$ cat config.mk
export PLATFORM = sky130hd
export DESIGN_NAME = mem_dma_master_flat
export DESIGN_NICKNAME = d
export VERILOG_FILES = /design/src/rtl/mem_dma_pkg.sv /design/src/rtl/mem_dma_if.sv /design/src/rtl/dma_watchdog.sv /design/src/rtl/mem_dma_master.sv /design/src/flat_wrapper.sv
export SDC_FILE = /design/constraint.sdc
export NUM_CORES = 1
export LEC_CHECK = 0
export ABC_AREA = 1
export CAP_MARGIN = 25
export CORE_AREA = 4 4 149 209
export DETAILED_ROUTE_END_ITERATION = 12
export DIE_AREA = 0 0 153 213
export HOLD_SLACK_MARGIN = 0.02
export PLACE_DENSITY = 0.48
export RECOVER_POWER = 50
export SLEW_MARGIN = 20
export SYNTH_ARGS = -nofsm -noshare
export SYNTH_HDL_FRONTEND = slang
export SYNTH_SLANG_ARGS = --single-unit
$ cat constraint.sdc
create_clock -name clk -period 5.25 [get_ports clk]
set_input_delay 1.05 -clock clk [delete_from_list [all_inputs] [get_ports clk]]
set_output_delay 1.05 -clock clk [all_outputs]
set_load 0.01 [all_outputs]
$ cat src/rtl/mem_dma_pkg.sv
// -----------------------------------------------------------------------------
// mem_dma_pkg
//   Shared definitions for the word-copy DMA master on the picorv32 native
//   memory bus: FSM state encodings, write-strobe patterns and the word size.
//   No ports; imported by mem_dma_master.
// -----------------------------------------------------------------------------
package mem_dma_pkg;

    typedef enum logic [2:0] {
        S_IDLE  = 3'd0,
        S_READ  = 3'd1,
        S_GAP_R = 3'd2,
        S_WRITE = 3'd3,
        S_GAP_W = 3'd4
    } state_e;

    localparam logic [3:0]  WSTRB_RD   = 4'h0;
    localparam logic [3:0]  WSTRB_WR   = 4'hF;
    localparam logic [31:0] WORD_BYTES = 32'd4;

endpackage

$ cat src/rtl/mem_dma_if.sv
// -----------------------------------------------------------------------------
// mem_dma_if
//   picorv32 native memory bus bundle.
//   master modport : drives mem_valid/mem_instr/mem_wstrb/mem_addr/mem_wdata,
//                    receives mem_ready/mem_rdata.
//   slave modport  : the responder side (mirror image).
// -----------------------------------------------------------------------------
interface mem_dma_if;
    logic        mem_valid;
    logic        mem_ready;
    logic        mem_instr;
    logic [3:0]  mem_wstrb;
    logic [31:0] mem_addr;
    logic [31:0] mem_wdata;
    logic [31:0] mem_rdata;

    modport master (
        output mem_valid, mem_instr, mem_wstrb, mem_addr, mem_wdata,
        input  mem_ready, mem_rdata
    );

    modport slave (
        input  mem_valid, mem_instr, mem_wstrb, mem_addr, mem_wdata,
        output mem_ready, mem_rdata
    );
endinterface

$ cat src/rtl/dma_watchdog.sv
// -----------------------------------------------------------------------------
// dma_watchdog
//   Counts cycles a bus request has been waiting for mem_ready.
//   Ports:
//     clk, reset : clock and synchronous active-high reset
//     clr        : clear the count (pulsed on every FSM state change)
//     run        : a request is outstanding and not yet readied this cycle
//     expired    : this is the TIMEOUT-th consecutive waiting cycle
//   Parameter TIMEOUT: number of waiting cycles tolerated (>= 1).
//   Only instantiated when DMA_TIMEOUT_EN is defined.
// -----------------------------------------------------------------------------
module dma_watchdog #(
    parameter int TIMEOUT = 255
) (
    input  logic clk,
    input  logic reset,
    input  logic clr,
    input  logic run,
    output logic expired
);

    // The count never needs to exceed TIMEOUT-1: the cycle that would reach
    // TIMEOUT raises expired instead.
    localparam int CNT_W = (TIMEOUT < 2) ? 1 : $clog2(TIMEOUT);
    localparam logic [CNT_W-1:0] LAST = CNT_W'(TIMEOUT - 1);

    logic [CNT_W-1:0] cnt_q, cnt_d;

    assign expired = run && (cnt_q == LAST);

    always_comb begin
        cnt_d = cnt_q;
        if (clr) begin
            cnt_d = '0;
        end else if (run && !expired) begin
            cnt_d = cnt_q + 1'b1;
        end
    end

    always_ff @(posedge clk) begin
        if (reset) begin
            cnt_q <= '0;
        end else begin
            cnt_q <= cnt_d;
        end
    end

endmodule

$ cat src/rtl/mem_dma_master.sv
// -----------------------------------------------------------------------------
// mem_dma_master
//   Word-copy DMA initiator on the picorv32 native memory bus. Copies
//   len_words 32-bit words from src_addr to dst_addr, one read then one write
//   per word, with a one-cycle idle gap after every bus transfer.
//   Ports:
//     clk, reset          : clock, synchronous active-high reset
//     start               : one-cycle request, honoured only while idle
//     src_addr, dst_addr  : byte addresses, low two bits ignored
//     len_words           : words to copy (0 completes immediately)
//     busy                : copy in progress
//     done                : one-cycle completion/abort pulse
//     error               : sticky abort flag, cleared by an accepted start
//     bus                 : mem_dma_if.master bus port
//   Build option: define DMA_TIMEOUT_EN to enable the mem_ready watchdog
//   (TIMEOUT cycles); otherwise the engine waits forever and error is 0.
// -----------------------------------------------------------------------------
module mem_dma_master
    import mem_dma_pkg::*;
#(
    parameter int LEN_W   = 16,
    parameter int TIMEOUT = 255
) (
    input  logic             clk,
    input  logic             reset,
    input  logic             start,
    input  logic [31:0]      src_addr,
    input  logic [31:0]      dst_addr,
    input  logic [LEN_W-1:0] len_words,
    output logic             busy,
    output logic             done,
    output logic             error,
    mem_dma_if.master        bus
);

    state_e           state_q, state_d;
    logic [31:0]      src_ptr_q, src_ptr_d;
    logic [31:0]      dst_ptr_q, dst_ptr_d;
    logic [31:0]      data_buf_q, data_buf_d;
    logic [LEN_W-1:0] rem_q, rem_d;
    logic             done_q, done_d;
    logic             xfer;
    logic             abort;
    logic             unused_addr_lsbs;

    assign unused_addr_lsbs = ^{src_addr[1:0], dst_addr[1:0]};
    assign xfer             = bus.mem_valid & bus.mem_ready;

`ifdef DMA_TIMEOUT_EN
    logic expired;
    logic error_q, error_d;

    dma_watchdog #(.TIMEOUT(TIMEOUT)) u_watchdog (
        .clk     (clk),
        .reset   (reset),
        .clr     (state_d != state_q),
        .run     (bus.mem_valid & ~bus.mem_ready),
        .expired (expired)
    );

    assign abort = expired;

    always_comb begin
        error_d = error_q;
        if (state_q == S_IDLE && start) begin
            error_d = 1'b0;
        end else if (abort) begin
            error_d = 1'b1;
        end
    end

    always_ff @(posedge clk) begin
        if (reset) begin
            error_q <= 1'b0;
        end else begin
            error_q <= error_d;
        end
    end

    assign error = error_q;
`else
    // TIMEOUT only has meaning with the watchdog built in.
    logic unused_timeout;
    assign unused_timeout = (TIMEOUT == 0);
    assign abort          = 1'b0;
    assign error          = 1'b0;
`endif

    // Next-state and datapath updates.
    always_comb begin
        state_d    = state_q;
        src_ptr_d  = src_ptr_q;
        dst_ptr_d  = dst_ptr_q;
        data_buf_d = data_buf_q;
        rem_d      = rem_q;
        done_d     = 1'b0;
        unique case (state_q)
            S_IDLE: begin
                if (start) begin
                    if (len_words == '0) begin
                        done_d = 1'b1;
                    end else begin
                        src_ptr_d = {src_addr[31:2], 2'b00};
                        dst_ptr_d = {dst_addr[31:2], 2'b00};
                        rem_d     = len_words;
                        state_d   = S_READ;
                    end
                end
            end
            S_READ: begin
                if (xfer) begin
                    data_buf_d = bus.mem_rdata;
                    src_ptr_d  = src_ptr_q + WORD_BYTES;
                    state_d    = S_GAP_R;
                end else if (abort) begin
                    done_d  = 1'b1;
                    state_d = S_IDLE;
                end
            end
            S_GAP_R: state_d = S_WRITE;
            S_WRITE: begin
                if (xfer) begin
                    dst_ptr_d = dst_ptr_q + WORD_BYTES;
                    rem_d     = rem_q - 1'b1;
                    state_d   = S_GAP_W;
                end else if (abort) begin
                    done_d  = 1'b1;
                    state_d = S_IDLE;
                end
            end
            S_GAP_W: begin
                if (rem_q == '0) begin
                    done_d  = 1'b1;
                    state_d = S_IDLE;
                end else begin
                    state_d = S_READ;
                end
            end
            default: state_d = S_IDLE;
        endcase
    end

    // Control state is reset; pointers, counter and data buffer are always
    // loaded before use, so they are left unreset.
    always_ff @(posedge clk) begin
        if (reset) begin
            state_q <= S_IDLE;
            done_q  <= 1'b0;
        end else begin
            state_q <= state_d;
            done_q  <= done_d;
        end
    end

    always_ff @(posedge clk) begin
        src_ptr_q  <= src_ptr_d;
        dst_ptr_q  <= dst_ptr_d;
        data_buf_q <= data_buf_d;
        rem_q      <= rem_d;
    end

    // Bus outputs decode straight from the state register, so they stay
    // stable for as long as a request waits for mem_ready and read as zero
    // whenever the engine is idle (including during reset).
    always_comb begin
        bus.mem_valid = 1'b0;
        bus.mem_wstrb = WSTRB_RD;
        bus.mem_addr  = '0;
        bus.mem_wdata = '0;
        unique case (state_q)
            S_READ: begin
                bus.mem_valid = 1'b1;
                bus.mem_addr  = src_ptr_q;
            end
            S_WRITE: begin
                bus.mem_valid = 1'b1;
                bus.mem_addr  = dst_ptr_q;
                bus.mem_wdata = data_buf_q;
                bus.mem_wstrb = WSTRB_WR;
            end
            default: ;
        endcase
    end

    assign bus.mem_instr = 1'b0;
    assign busy          = (state_q != S_IDLE);
    assign done          = done_q;

endmodule

$ cat src/flat_wrapper.sv
// flat-port wrapper written by rule: the top's interface ports become plain ports
module mem_dma_master_flat import mem_dma_pkg::*;
#(
    parameter int LEN_W   = 16,
    parameter int TIMEOUT = 255
)
  (clk, reset, start, src_addr, dst_addr, len_words, busy, done, error, bus_mem_valid, bus_mem_instr, bus_mem_wstrb, bus_mem_addr, bus_mem_wdata, bus_mem_ready, bus_mem_rdata);
  mem_dma_if bus_i ();
  input  logic clk;
  input  logic reset;
  input  logic start;
  input  logic [31:0] src_addr;
  input  logic [31:0] dst_addr;
  input  logic [LEN_W-1:0] len_words;
  output logic busy;
  output logic done;
  output logic error;
  output wire logic [$bits(bus_i.mem_valid)-1:0] bus_mem_valid;
  output wire logic [$bits(bus_i.mem_instr)-1:0] bus_mem_instr;
  output wire logic [$bits(bus_i.mem_wstrb)-1:0] bus_mem_wstrb;
  output wire logic [$bits(bus_i.mem_addr)-1:0] bus_mem_addr;
  output wire logic [$bits(bus_i.mem_wdata)-1:0] bus_mem_wdata;
  input wire logic [$bits(bus_i.mem_ready)-1:0] bus_mem_ready;
  input wire logic [$bits(bus_i.mem_rdata)-1:0] bus_mem_rdata;
  assign bus_mem_valid = bus_i.mem_valid;
  assign bus_mem_instr = bus_i.mem_instr;
  assign bus_mem_wstrb = bus_i.mem_wstrb;
  assign bus_mem_addr = bus_i.mem_addr;
  assign bus_mem_wdata = bus_i.mem_wdata;
  assign bus_i.mem_ready = bus_mem_ready;
  assign bus_i.mem_rdata = bus_mem_rdata;
  mem_dma_master #(.LEN_W(LEN_W), .TIMEOUT(TIMEOUT)) u_core (.clk(clk), .reset(reset), .start(start), .src_addr(src_addr), .dst_addr(dst_addr), .len_words(len_words), .busy(busy), .done(done), .error(error), .bus(bus_i));
endmodule
---- Word level (Yosys, flattened, before mapping) ----
Index checks and enable logic that the tools add are counted.
storage, ports and cells
  bits in registers ....................... 116
  input bits .............................. 116
  output and inout port bits .............. 73
  word-level logic and storage cells ...... 55
cells by class
  add/sub/neg operators ................... 3
  equality and inequality tests ........... 8
  muxes and demuxes ....................... 26
  bitwise logic cells ..................... 1
  reductions and logical operators ........ 11
operators by type and width
  kind                                                                  count
  32-bit 2-to-1 mux                                                     7
  32-bit one-hot mux with 2 select lines                                3
  32-bit by 3-bit adder with 32-bit output, second input constant       2
  16-bit 2-to-1 mux                                                     3
  16-bit zero test                                                      2
  16-bit one-hot mux with 2 select lines                                1
  16-bit by 1-bit subtractor with 16-bit output, second input constant  1
  3-bit one-hot mux with 5 select lines                                 1
  3-bit 2-to-1 mux                                                      4
  4-bit AND reduction                                                   3
  3-bit by 2-bit == test with 1-bit output, second input constant       2
  1-bit 2-to-1 mux                                                      5
  4-bit 2-to-1 mux                                                      1
  2-bit by 1-bit != test with 1-bit output, second input constant       2
  2-bit != test, second input constant                                  2
  2-bit nonzero test                                                    2
  3-bit by 1-bit == test with 1-bit output, second input constant       1
  3-bit == test, second input constant                                  1
  3-bit zero test                                                       1
  3-bit nonzero test                                                    1
  1-bit one-hot mux with 2 select lines                                 1
  2-bit AND reduction                                                   1
  2-bit OR reduction                                                    1
  1-bit AND                                                             1

---- Longest topological paths before layout ----
  depth after elaboration ................. 6
  gate-level depth with buffers ........... 9
  mapped depth without buffers ............ 9

---- Least setup slack after synthesis ----
OpenSTA, ideal clock, no wires.
  path type ............................... input port to flip-flop
  from .................................... input bus_mem_ready
  to ...................................... register u_core.dst_ptr_q[10] (enable)
  arrival ................................. 4.362 ns
  required time ........................... 4.737 ns
  setup slack ............................. 0.375 ns
  cell stages on the path ................. 2
  path buffers ............................ 0
  path through ............................ inv_1 o21ai_0
between the ends
  word-level cells in the longest chain between the ends .. 3
RTL lines
  what                                                       RTL line               RTL
  start: declaration                                         flat_wrapper.sv:23     input wire logic [$bits(bus_i.mem_ready)-1:0] bus_mem_ready;
  1-bit AND                                                  mem_dma_master.sv:47   assign xfer = bus.mem_valid & bus.mem_ready;
  2-bit by 1-bit != test with 1-bit output (no source line)  n/a
  4-bit AND reduction (no source line)                       n/a
  end signal: assignment                                     mem_dma_master.sv:157  dst_ptr_q <= dst_ptr_d;
  end: declaration                                           mem_dma_master.sv:38   logic [31:0] dst_ptr_q, dst_ptr_d;
Every way passes these cells.
A chain may end at the register's enable or synchronous reset.

---- Worst setup path after layout ----
  from .................................... register u_core.state_q[0]
  to ...................................... output bus_mem_addr[8]
between the ends
  word-level cells in the longest chain between the ends .. 2
  elaborated cells between the ends (all ways) .. 3
RTL lines
  what                                                                                                  RTL line               RTL
  start: declaration                                                                                    mem_dma_master.sv:36   state_e state_q, state_d;
  start signal: assignment                                                                              mem_dma_master.sv:150  state_q <= state_d;
  3-bit by 2-bit == test with 1-bit output or 3-bit by 1-bit == test with 1-bit output (tied branches)  mem_dma_master.sv:170  unique case (state_q)
  32-bit one-hot mux with 2 select lines (*)                                                            mem_dma_master.sv:170
  end: declaration                                                                                      flat_wrapper.sv:21     output wire logic [$bits(bus_i.mem_addr)-1:0] bus_mem_addr;
Every way passes the cells marked *; elsewhere a longest branch is shown, timed or not.

==> results.sh <==
export IMPL_status="finished with violations"
export IMPL_violations="capacitance limit, slew limit"
export IMPL_drtIter0Drc=373
export IMPL_syn_mean_instance_area_um2=7.60
export IMPL_drt_pass1_iterations=5
export IMPL_rsz0062_at_grt="false"
export IMPL_finalHoldViolations=0
export IMPL_area_growth_pct=34.7
export IMPL_ctsResizeCount=0
export IMPL_htreeDepth=3
export IMPL_cts_hold_buf=0
export IMPL_cp_required_ns=4.20
export IMPL_numCtsBuffers=9
export IMPL_grt_ovfl_total=0
export IMPL_die_height_um=213
export IMPL_synth_seq_area_share_pct=47.7
export IMPL_switchingPower_uw=677
export IMPL_grt_busiest_layer="met2"
export IMPL_p_leak_uw=0.00377
export IMPL_vias=6476
export IMPL_grt_first_pass_wirelength_mm=34.0
export IMPL_yosysTopAreaCell="edfxtp_1"
export IMPL_worstHoldPathType="reg2reg"
export IMPL_synth_edf_count=108
export IMPL_drv_slew=72
export IMPL_p_comb_share_pct=20.8
export IMPL_synth_ff_type="edfxtp_1"
export IMPL_synth_cell_area_um2=6960
export IMPL_crit_path_start_kind="flip-flop"
export IMPL_cap_violations=2
export IMPL_clock_latency_ns=0.36
export IMPL_fp_dieArea_um2=32600
export IMPL_clockPowerShare_pct=30.6
export IMPL_slowest_delay_ns=0.78
export IMPL_post_cts_buffers=0
export IMPL_pwr_share_seq_pct=48.6
export IMPL_io_pins=189
export IMPL_ys_ff_latch=112
export IMPL_async_reset_ff_share_pct=0
export IMPL_path_max_fanout=53
export IMPL_path_class="reg2out"
export IMPL_hold_depth=2
export IMPL_coreArea_um2=29100
export IMPL_synth_top_area_share_pct=46.6
export IMPL_synth_most_common_cell="nand2_1"
export IMPL_vias_per_cell=4.42
export IMPL_rows=74
export IMPL_finalCritPeriodShare_pct=82.3
export IMPL_pre_cts_ws_ns=1.66
export IMPL_end_kind="primary output"
export IMPL_num_nets_final=1201
export IMPL_wl_per_cell_um=14.8
export IMPL_portBuffers=180
export IMPL_relSlewSlack_pct=-70.5
export IMPL_diodes=0
export IMPL_worstMarginPinSlew_ns=2.53
export IMPL_clk_pin_slew_worst_paths_ns=0.07
export IMPL_hpwl_mm=16.4
export IMPL_reg2reg_depth=5
export IMPL_drive_gt1_share_pct=2.95
export IMPL_critPathSlowestCell="inv_1"
export IMPL_tns_ns=0
export IMPL_root_buffer="clkbuf_16"
export IMPL_fin_worst_skew_ns=0.0129
export IMPL_fp_dieW_um=153
export IMPL_timing_fmax_ghz=0.231
export IMPL_crit_path_frequent_cell="inv_1"
export IMPL_synth_cell_types=31
export IMPL_routed_wl_mm=21.6
export IMPL_cts_tree="done"
export IMPL_setup_slack_ns=0.928
export IMPL_p_sw_share_pct=28.6
export IMPL_synthTopCellsByArea="edfxtp_1 47%, nand2_1 12%, nor2_1 9.2%"
export IMPL_synth_warnings=0
export IMPL_grt_use_met3_pct=2.19
export IMPL_cts_sinks=112
export IMPL_grtUsageTotal_pct=13.1
export IMPL_power_density_nw_per_um2=252
export IMPL_gr_usage_met2_pct=22.8
export IMPL_grtUsageMet1_pct=16.0
export IMPL_fin_crit_ns=4.32
export IMPL_antenna_found_initial=0
export IMPL_synthTopCellsByCount="220 x nand2_1, 170 x nor2_1, 129 x inv_1, 108 x edfxtp_1, 104 x nand3_1"
export IMPL_ant_nets=0
export IMPL_ir_drop_mv=0.108
export IMPL_cp_arrival_ns=3.27
export IMPL_synthCells=916
export IMPL_route_detailed_drc=0
export IMPL_grt_pass1_vias=6453
export IMPL_place_congestion=0.796
export IMPL_initial_core_util_pct=24.0
export IMPL_worstPathCellList="inv_1 -> nor3_4 -> buf_4 -> inv_1 -> o21ai_0 -> clkdlybuf4s50_1"
export IMPL_grt_start_max_net_pins=74
export IMPL_setup_viol=0
export IMPL_cell_internal_pwr_uw=1690
export IMPL_clockBufferDepth=2
metrics by stage:
| stage | util, % | hold WS, ns | cells | cell area [um^2] | total power, uW |
|---|---|---|---|---|---|
| floorplan | - | 0.507 | 919 | 6980 | 1430 |
| global placement | 31.4 | 0.557 | 1450 | 9140 | 1670 |
| CTS | 32.4 | 0.584 | 1466 | 9430 | 2420 |
| global route | 32.3 | 0.581 | 1466 | 9380 | 2500 |
| detailed placement | 31.4 | 0.574 | 1450 | 9140 | 1680 |
| finish | 32.3 | 0.545 | 1466 | 9380 | 2370 |
routing by layer:
layer	vias to the layer above	share of wire (%)	wire length [um]
li1	3320	-	-
met1	2963	45	9640
met2	163	49	10600
met3	30	3.7	802
met4	0	2.5	549
met5	-	0	0
worst max-delay path, delay by kind of cell (launching register included):
| family | cells | cell delay [ns] |
|---|---|---|
| buf+inv | 4 | 1.85 |
| flops | 1 | 0.37 |
| simple gates | 1 | 0.13 |
| compound gates | 1 | 0.54 |
layout by cell type (no fill, tap or decap), types with 4 or more instances in the layout:
cell type,instances
xor2_1,7
conb_1,4
clkbuf_1,7
clkdlybuf4s50_1,144
edfxtp_1,108
ha_1,4
buf_4,6
nand4_1,29
a21oi_1,4
dfxtp_1,4
o22ai_1,21
a31oi_1,5
nor2_2,7
clkbuf_16,9
nor2_1,171
o21ai_0,27
nand3_1,106
nand2_1,220
o211ai_1,9
inv_1,132
xnor2_1,6
dlygate4sd3_1,36
power groups by stage:
stage / clock (uW) / combinational (uW) / sequential [uW]
finish: 724 / 491 / 1150
CTS: 756 / 511 / 1150
global route: 788 / 550 / 1160
floorplan: 0 / 273 / 1160
global placement: 0 / 505 / 1170
detailed placement: 0 / 509 / 1170
sequential cells by signal (all words and copies together), names as in the netlist:
| signal | cells |
|---|---|
| u_core.src_ptr_q | 30 |
| u_core.data_buf_q | 32 |
| u_core.dst_ptr_q | 30 |
| u_core.state_q | 3 |
| u_core.done | 1 |
| u_core.rem_q | 16 |
final cells by class:
class                           count  area (um^2)
Fill cell                        3184        19700
Sequential cell                   112         3320
Multi-Input combinational cell    637         2940
Timing Repair Buffer              189         1860
Inverter                          132          495
Tap cell                          380          475
Clock buffer                       14          254
Clock inverter                      2         38.8
logic make-up (layout without fill, tap and decap cells):
family / count (synthesis) / count (layout) / share of synthesized area (%)
AOI/OAI and AO/OA: 71 / 71 / 6.09
DFF: 112 / 112 / 47.7
adders and majority gates: 4 / 4 / 0.719
buffers and inverters: 170 / 337 / 10.0
and+or+nand+nor: 545 / 545 / 33.7
xor gates and xnor gates: 13 / 13 / 1.63
other: 1 / 4 / 0.0538
worst paths after layout:
path | startpoint | to | slack, ns
max | u_core.state_q[0] | bus_mem_addr[8] | 0.93
min | u_core.state_q[1] | u_core.state_q[1] | 0.54
max reg2reg | u_core.state_q[2] | u_core.dst_ptr_q[25] | 1.29
min reg2reg | u_core.state_q[1] | u_core.state_q[1] | 0.54
Power figures use the tool's default switching activity.
